$ cat config.mk
export PLATFORM = sky130hd
export DESIGN_NAME = rr_arb4
export DESIGN_NICKNAME = d
export VERILOG_FILES = /design/src/rtl/arb_pkg.sv /design/src/rtl/rr_pick.sv /design/src/rtl/rr_arb4.sv
export SDC_FILE = /design/constraint.sdc
export NUM_CORES = 1
export LEC_CHECK = 0
export ABC_AREA = 1
export BUFFER_PORTS_ARGS = -buffer_cell sky130_fd_sc_hd__buf_2
export CELL_PAD_IN_SITES_DETAIL_PLACEMENT = 0
export CELL_PAD_IN_SITES_GLOBAL_PLACEMENT = 1
export CORE_AREA = 2 2 68 70
export DETAILED_ROUTE_END_ITERATION = 7
export DIE_AREA = 0 0 70 72
export GPL_TIMING_DRIVEN = 1
export MAX_ROUTING_LAYER = met4
export PLACE_DENSITY = 0.59
export SLEW_MARGIN = 20
export SYNTH_ARGS = -nofsm -noshare
export SYNTH_HDL_FRONTEND = slang
export SYNTH_SLANG_ARGS = --single-unit
export TNS_END_PERCENT = 50
$ cat constraint.sdc
create_clock -name clk -period 1.4 [get_ports clk]
set_clock_uncertainty 0.15 [all_clocks]
set_input_delay 0.21 -clock clk [delete_from_list [all_inputs] [get_ports clk]]
set_output_delay 0.21 -clock clk [all_outputs]
set_load 0.1 [all_outputs]
$ cat src/rtl/arb_pkg.sv
// Shared types and constants for the four-client round-robin arbiter cell.
package arb_pkg;

  localparam int unsigned N_CLIENTS = 4;
  localparam int unsigned CLIENT_W  = 2;

  typedef enum logic [1:0] {
    A_IDLE = 2'd0,
    A_REQ  = 2'd1,
    A_ACK  = 2'd2
  } ArbPhase;

endpackage

$ cat src/rtl/rr_pick.sv
// Combinational round-robin pick: first set request scanning last+1 .. last (mod 4).
module rr_pick
  import arb_pkg::*;
(
  input  logic [N_CLIENTS-1:0] req,
  input  logic [CLIENT_W-1:0]  last,
  output logic [CLIENT_W-1:0]  winner,
  output logic                 any
);

  // Scan from lowest to highest priority so the highest-priority hit is written last.
  always_comb begin
    logic [CLIENT_W-1:0] idx;
    winner = last;
    any    = |req;
    idx    = '0;
    for (int i = N_CLIENTS; i >= 1; i--) begin
      idx = CLIENT_W'(last + CLIENT_W'(i));
      if (req[idx]) winner = idx;
    end
  end

endmodule

$ cat src/rtl/rr_arb4.sv
// Four-phase round-robin arbiter cell; cascades into trees through req0/ack0.
module rr_arb4
  import arb_pkg::*;
#(
  parameter int unsigned MAX_HOLD = 15,
  parameter int unsigned CW       = 8
) (
  input  logic                 clk,
  input  logic                 rst_n,
  input  logic [N_CLIENTS-1:0] req,
  output logic [N_CLIENTS-1:0] ack,
  output logic                 req0,
  input  logic                 ack0,
  output logic                 hold_err
);

  ArbPhase               state_q, state_d;
  logic [CLIENT_W-1:0]   w_q, w_d;
  logic [CLIENT_W-1:0]   last_q, last_d;
  logic [CW-1:0]         hold_cnt_q, hold_cnt_d;
  logic                  hold_err_q, hold_err_d;
  logic [N_CLIENTS-1:0]  ack_q, ack_d;
  logic                  req0_q, req0_d;
  logic [CLIENT_W-1:0]   pick_w;
  logic                  pick_any;

  rr_pick u_pick (
    .req    (req),
    .last   (last_q),
    .winner (pick_w),
    .any    (pick_any)
  );

  // Next-state, hold counter and output decode; outputs follow the next state.
  always_comb begin
    state_d    = state_q;
    w_d        = w_q;
    last_d     = last_q;
    hold_cnt_d = hold_cnt_q;
    hold_err_d = hold_err_q;
    unique case (state_q)
      A_IDLE: begin
        if (pick_any) begin
          w_d     = pick_w;
          state_d = A_REQ;
        end
      end
      A_REQ: begin
        if (ack0) begin
          state_d    = A_ACK;
          hold_cnt_d = '0;
        end
      end
      A_ACK: begin
        if (hold_cnt_q == CW'(MAX_HOLD)) hold_err_d = 1'b1;
        else                             hold_cnt_d = hold_cnt_q + CW'(1);
        if (!req[w_q]) begin
          state_d = A_IDLE;
          last_d  = w_q;
        end
      end
      default: state_d = A_IDLE;
    endcase

    req0_d = (state_d != A_IDLE);
    ack_d  = '0;
    if (state_d == A_ACK) ack_d[w_d] = 1'b1;
  end

  always_ff @(posedge clk) begin
    if (!rst_n) begin
      state_q    <= A_IDLE;
      w_q        <= '0;
      last_q     <= CLIENT_W'(N_CLIENTS - 1);
      hold_cnt_q <= '0;
      hold_err_q <= 1'b0;
      ack_q      <= '0;
      req0_q     <= 1'b0;
    end else begin
      state_q    <= state_d;
      w_q        <= w_d;
      last_q     <= last_d;
      hold_cnt_q <= hold_cnt_d;
      hold_err_q <= hold_err_d;
      ack_q      <= ack_d;
      req0_q     <= req0_d;
    end
  end

  assign ack      = ack_q;
  assign req0     = req0_q;
  assign hold_err = hold_err_q;

endmodule

==> flow_results.xml <==
<?xml version="1.0" encoding="UTF-8"?>
<metrics>
  <group name="timing">
    <metric name="report.final.hold_viol_count" unit="">0</metric>
    <metric name="rsz0062_at_grt" unit="">yes</metric>
    <metric name="worstMarginPinSlew" unit="ns">0.487</metric>
    <metric name="fmaxAchievable" unit="GHz">0.656</metric>
    <metric name="worst_slew_margin_rel" unit="">0.677</metric>
    <metric name="finalCriticalPeriod" unit="ns">1.52</metric>
    <metric name="report.final.slew_viol_count" unit="">0</metric>
    <metric name="post-route-period-util" unit="">1.09</metric>
    <metric name="setup_slack" unit="ns">-0.123</metric>
    <metric name="hold-worst-slack" unit="ns">0.0670</metric>
    <metric name="finalSetupViolCount" unit="">14</metric>
  </group>
  <group name="synthesis">
    <metric name="synth.net_count" unit="">172</metric>
    <metric name="post_synth_inst_count" unit="">164</metric>
    <metric name="yosys.area_share.xor_xnor" unit="">0</metric>
    <metric name="dominant_combinational_cell_family_by_area_after_synthesis" unit="">simple AND/OR/NAND/NOR gates</metric>
    <metric name="area_share_of_the_largest_cell_type_after_synthesis" unit="">0.372</metric>
    <metric name="synth_async_sr_flop_share" unit="">0</metric>
    <metric name="synth.area.mux_share" unit="">0</metric>
    <metric name="synth-compound-area-share" unit="">0.102</metric>
    <metric name="synth-simple-area-share" unit="">0.432</metric>
    <metric name="synth-seq-cells" unit="">20</metric>
    <metric name="syn_avg_cell_area" unit="um^2">6.57</metric>
    <metric name="yosysUniqueCellTypes" unit="">23</metric>
    <metric name="yosysSeqAreaShare" unit="">0.372</metric>
    <metric name="synth_largest_area_cell" unit="">sky130_fd_sc_hd__dfxtp_1</metric>
    <metric name="yosysWarningCount" unit="">0</metric>
    <metric name="synth_top_cells_by_area" unit="">sky130_fd_sc_hd__dfxtp_1, sky130_fd_sc_hd__nand2_1, sky130_fd_sc_hd__nor2_1</metric>
    <metric name="synth_area" unit="um^2">1080</metric>
    <metric name="synthFlopType" unit="">sky130_fd_sc_hd__dfxtp_1</metric>
    <metric name="post_synth_fa_ha_maj_area_fraction" unit="">0.0116</metric>
    <metric name="synth_enable_flop_cells" unit="">0</metric>
  </group>
  <group name="outcome">
    <metric name="failed_checks" unit="">setup timing</metric>
    <metric name="status" unit="">finished with violations</metric>
  </group>
  <group name="cells_and_area">
    <metric name="final_core_utilization" unit="">0.390</metric>
    <metric name="instances_no_fill" unit="">259</metric>
    <metric name="most-common-layout-cells" unit="">sky130_fd_sc_hd__nand2_1, sky130_fd_sc_hd__buf_4, sky130_fd_sc_hd__nor2_1</metric>
    <metric name="post_layout_inst_area" unit="um^2">1660</metric>
    <metric name="syn2layout_area_growth" unit="%">54.2</metric>
    <metric name="final_common_cell" unit="">sky130_fd_sc_hd__nand2_1</metric>
    <metric name="design.final.nets" unit="">216</metric>
    <metric name="final_layout_size_suffix_gt1_frac" unit="">0.469</metric>
    <metric name="antenna_cells_inserted" unit="">0</metric>
  </group>
  <group name="clock_tree">
    <metric name="htreeDepth" unit="">1</metric>
    <metric name="postCtsHoldBufs" unit="">0</metric>
    <metric name="clk_root_buffer_cell" unit="">sky130_fd_sc_hd__clkbuf_8</metric>
    <metric name="cts_tree" unit="">yes</metric>
    <metric name="cts-buffers-inserted" unit="">3</metric>
    <metric name="tritoncts_num_sinks" unit="">20</metric>
    <metric name="clk_latency_worst_skew_pair" unit="ns">0.26</metric>
    <metric name="ctsLongestPathBuffers" unit="">2</metric>
    <metric name="cts.clk_slew.worst_paths" unit="ns">0.08</metric>
  </group>
  <group name="critical_path">
    <metric name="end_kind" unit="">flop</metric>
    <metric name="reg2reg_from" unit="">last_q[1]</metric>
    <metric name="r2r.worst_path.cells" unit="">12</metric>
    <metric name="cp_top_family" unit="">simple AND/OR/NAND/NOR gates</metric>
    <metric name="timing.critical_path.cells" unit="">buf_4, nand3_2, nand2_2, nor2_2, nand2_1, nand2_1, nand2_1, nand2_1, nand2_2, nand2_2, nand2_2, nor2_1</metric>
    <metric name="worst_path_largest_cell_delay" unit="ns">0.37</metric>
    <metric name="critPathRequiredTime" unit="ns">1.45</metric>
    <metric name="timing.rr.end" unit="">ack[0]</metric>
    <metric name="path_max_fanout" unit="">6</metric>
    <metric name="cp_buf_inv_count" unit="">1</metric>
    <metric name="regToRegSetupSlack" unit="ns">-0.12</metric>
    <metric name="cp_launch_type" unit="">flop</metric>
    <metric name="timing.critical_path.arrival" unit="ns">1.58</metric>
    <metric name="critical-path-slowest-cell" unit="">sky130_fd_sc_hd__dfxtp_4</metric>
    <metric name="setup.worst_path.class" unit="">reg2reg</metric>
  </group>
  <group name="global_route">
    <metric name="gr-usage-all-layers" unit="">0.119</metric>
    <metric name="gr-total-overflow" unit="">0</metric>
    <metric name="grt_pass1_vias" unit="">1099</metric>
    <metric name="grt_max_degree" unit="">13</metric>
    <metric name="antenna_violations_before_repair" unit="">0</metric>
    <metric name="global_route_wire_length_before_repair" unit="um">4750</metric>
  </group>
  <group name="placed_design">
    <metric name="placement.io_buffers" unit="">12</metric>
    <metric name="gp_congestion" unit="">0.816</metric>
    <metric name="total_cell_area_at_the_placement_stage" unit="um^2">1460</metric>
    <metric name="dp_hpwl" unit="um">2200</metric>
    <metric name="placed_cells" unit="">254</metric>
  </group>
  <group name="die">
    <metric name="num_rows" unit="">24</metric>
    <metric name="initial_core_util" unit="">0.253</metric>
    <metric name="floorplan.die.height" unit="um">72</metric>
    <metric name="chipWidth" unit="um">70</metric>
    <metric name="coreArea" unit="um^2">4260</metric>
    <metric name="fp.dieArea" unit="um^2">5040</metric>
    <metric name="io_pins" unit="">13</metric>
  </group>
  <group name="drt">
    <metric name="drt-vias-per-instance" unit="">4.44</metric>
    <metric name="dr.first_iter.drc_count" unit="">38</metric>
    <metric name="totalWireLength" unit="um">2840</metric>
    <metric name="remaining_drc_errors" unit="">0</metric>
    <metric name="detail_route.first_pass.iterations" unit="">4</metric>
    <metric name="vias" unit="">1151</metric>
    <metric name="avg_wl_per_cell" unit="um">11.0</metric>
    <metric name="ant_nets" unit="">0</metric>
  </group>
  <group name="pwr">
    <metric name="p_per_area" unit="nW/um^2">990</metric>
    <metric name="power_leakage" unit="uW">0.000761</metric>
    <metric name="irDropWorstVdd" unit="mV">0.574</metric>
    <metric name="power.total" unit="uW">1650</metric>
  </group>
  <group name="min_path">
    <metric name="holdPathEnd" unit="">last_q[0]</metric>
    <metric name="min_path_type" unit="">in2reg</metric>
    <metric name="hold_path_depth" unit="">2</metric>
    <metric name="min-delay-start" unit="">rst_n</metric>
  </group>
  <group name="run">
    <metric name="maxCapViolations" unit="">0</metric>
  </group>
</metrics>
## power breakdown
group          internal, uW  switching, uW
Clock                   382            205
Combinational           164            267
Sequential              600           27.0
## worst max path at each step
stage	cells after the start	start	endpoint	slack (ns)
2_1_floorplan	9	hold_cnt_q[1]	hold_cnt_q[6]	-0.03
3_3_place_gp	8	last_q[0]	ack[2]	-0.22
3_5_place_dp	8	last_q[0]	ack[2]	-0.24
4_1_cts	9	last_q[0]	ack[2]	-0.11
5_1_grt	13	last_q[0]	ack[0]	-0.22
6_report	12	last_q[1]	ack[0]	-0.12
## routing by layer
layer | vias up | part of all wire | track usage
li1 | 612 | - | -
met1 | 525 | 0.47 | 0.139
met2 | 12 | 0.50 | 0.212
met3 | 2 | 0.024 | 0.0167
met4 | 0 | 0.0067 | 0.0385
met5 | - | 0 | -
## layout make-up
class / instances / area [um^2]
well taps: 52 / 65.1
flip-flops and latches: 20 / 414
clock buffers: 3 / 41.3
repair buffers: 40 / 319
multi-input cells: 123 / 709
fillers: 470 / 2600
clock inverters: 1 / 30.0
inverters: 20 / 82.6
## Yosys cell counts, types with 2 or more instances
cell and n:
sky130_fd_sc_hd__a21oi_1 13, sky130_fd_sc_hd__dfxtp_1 20, sky130_fd_sc_hd__inv_1 10, sky130_fd_sc_hd__inv_2 8, sky130_fd_sc_hd__nand2_1 46, sky130_fd_sc_hd__nand2_2 6
sky130_fd_sc_hd__nand3_1 11, sky130_fd_sc_hd__nand4_1 3, sky130_fd_sc_hd__nor2_1 22, sky130_fd_sc_hd__nor2_2 2, sky130_fd_sc_hd__nor3_1 5, sky130_fd_sc_hd__o211ai_1 2
sky130_fd_sc_hd__o21ai_0 3, sky130_fd_sc_hd__o21ai_1 3, sky130_fd_sc_hd__or2_2 2
## timing repair
item | 4_1_cts | 5_1_grt
setup buffers | 0 | 1
gates cloned | 0 | 0
gates resized for setup | 17 | 22
endpoints found under the setup margin | 14 | 16
hold endpoints to repair | 0 | 0
pin swaps | 19 | 12
## sequential cells by signal (all words and copies together), names as in the netlist
signal      count
ack             4
last_q          2
state_q         2
w_q             2
req0            1
hold_err        1
hold_cnt_q      8
## worst reg2reg max path, delay by kind of cell, from the launching register on
| kind | cells | cell delay (ns) |
|---|---|---|
| simple gates | 11 | 0.82 |
| buf+inv | 1 | 0.14 |
| flops | 1 | 0.37 |
## through the flow
stage | setup slack [ns] | TNS [ns]
2_1_floorplan | -0.0311 | -0.179
3_3_place_gp | -0.218 | -2.20
3_5_place_dp | -0.244 | -2.46
4_1_cts | -0.111 | -0.892
5_1_grt | -0.222 | -2.19
6_report | -0.123 | -0.765
## kinds of logic (layout without fill, tap and decap cells)
kind of cell,after synthesis,after routing
buffers and inverters,21,64
and+or+nand+nor,101,101
DFF,20,20
adders and majority gates,1,1
AOI/OAI and AO/OA,21,21
Power figures use the tool's default switching activity.
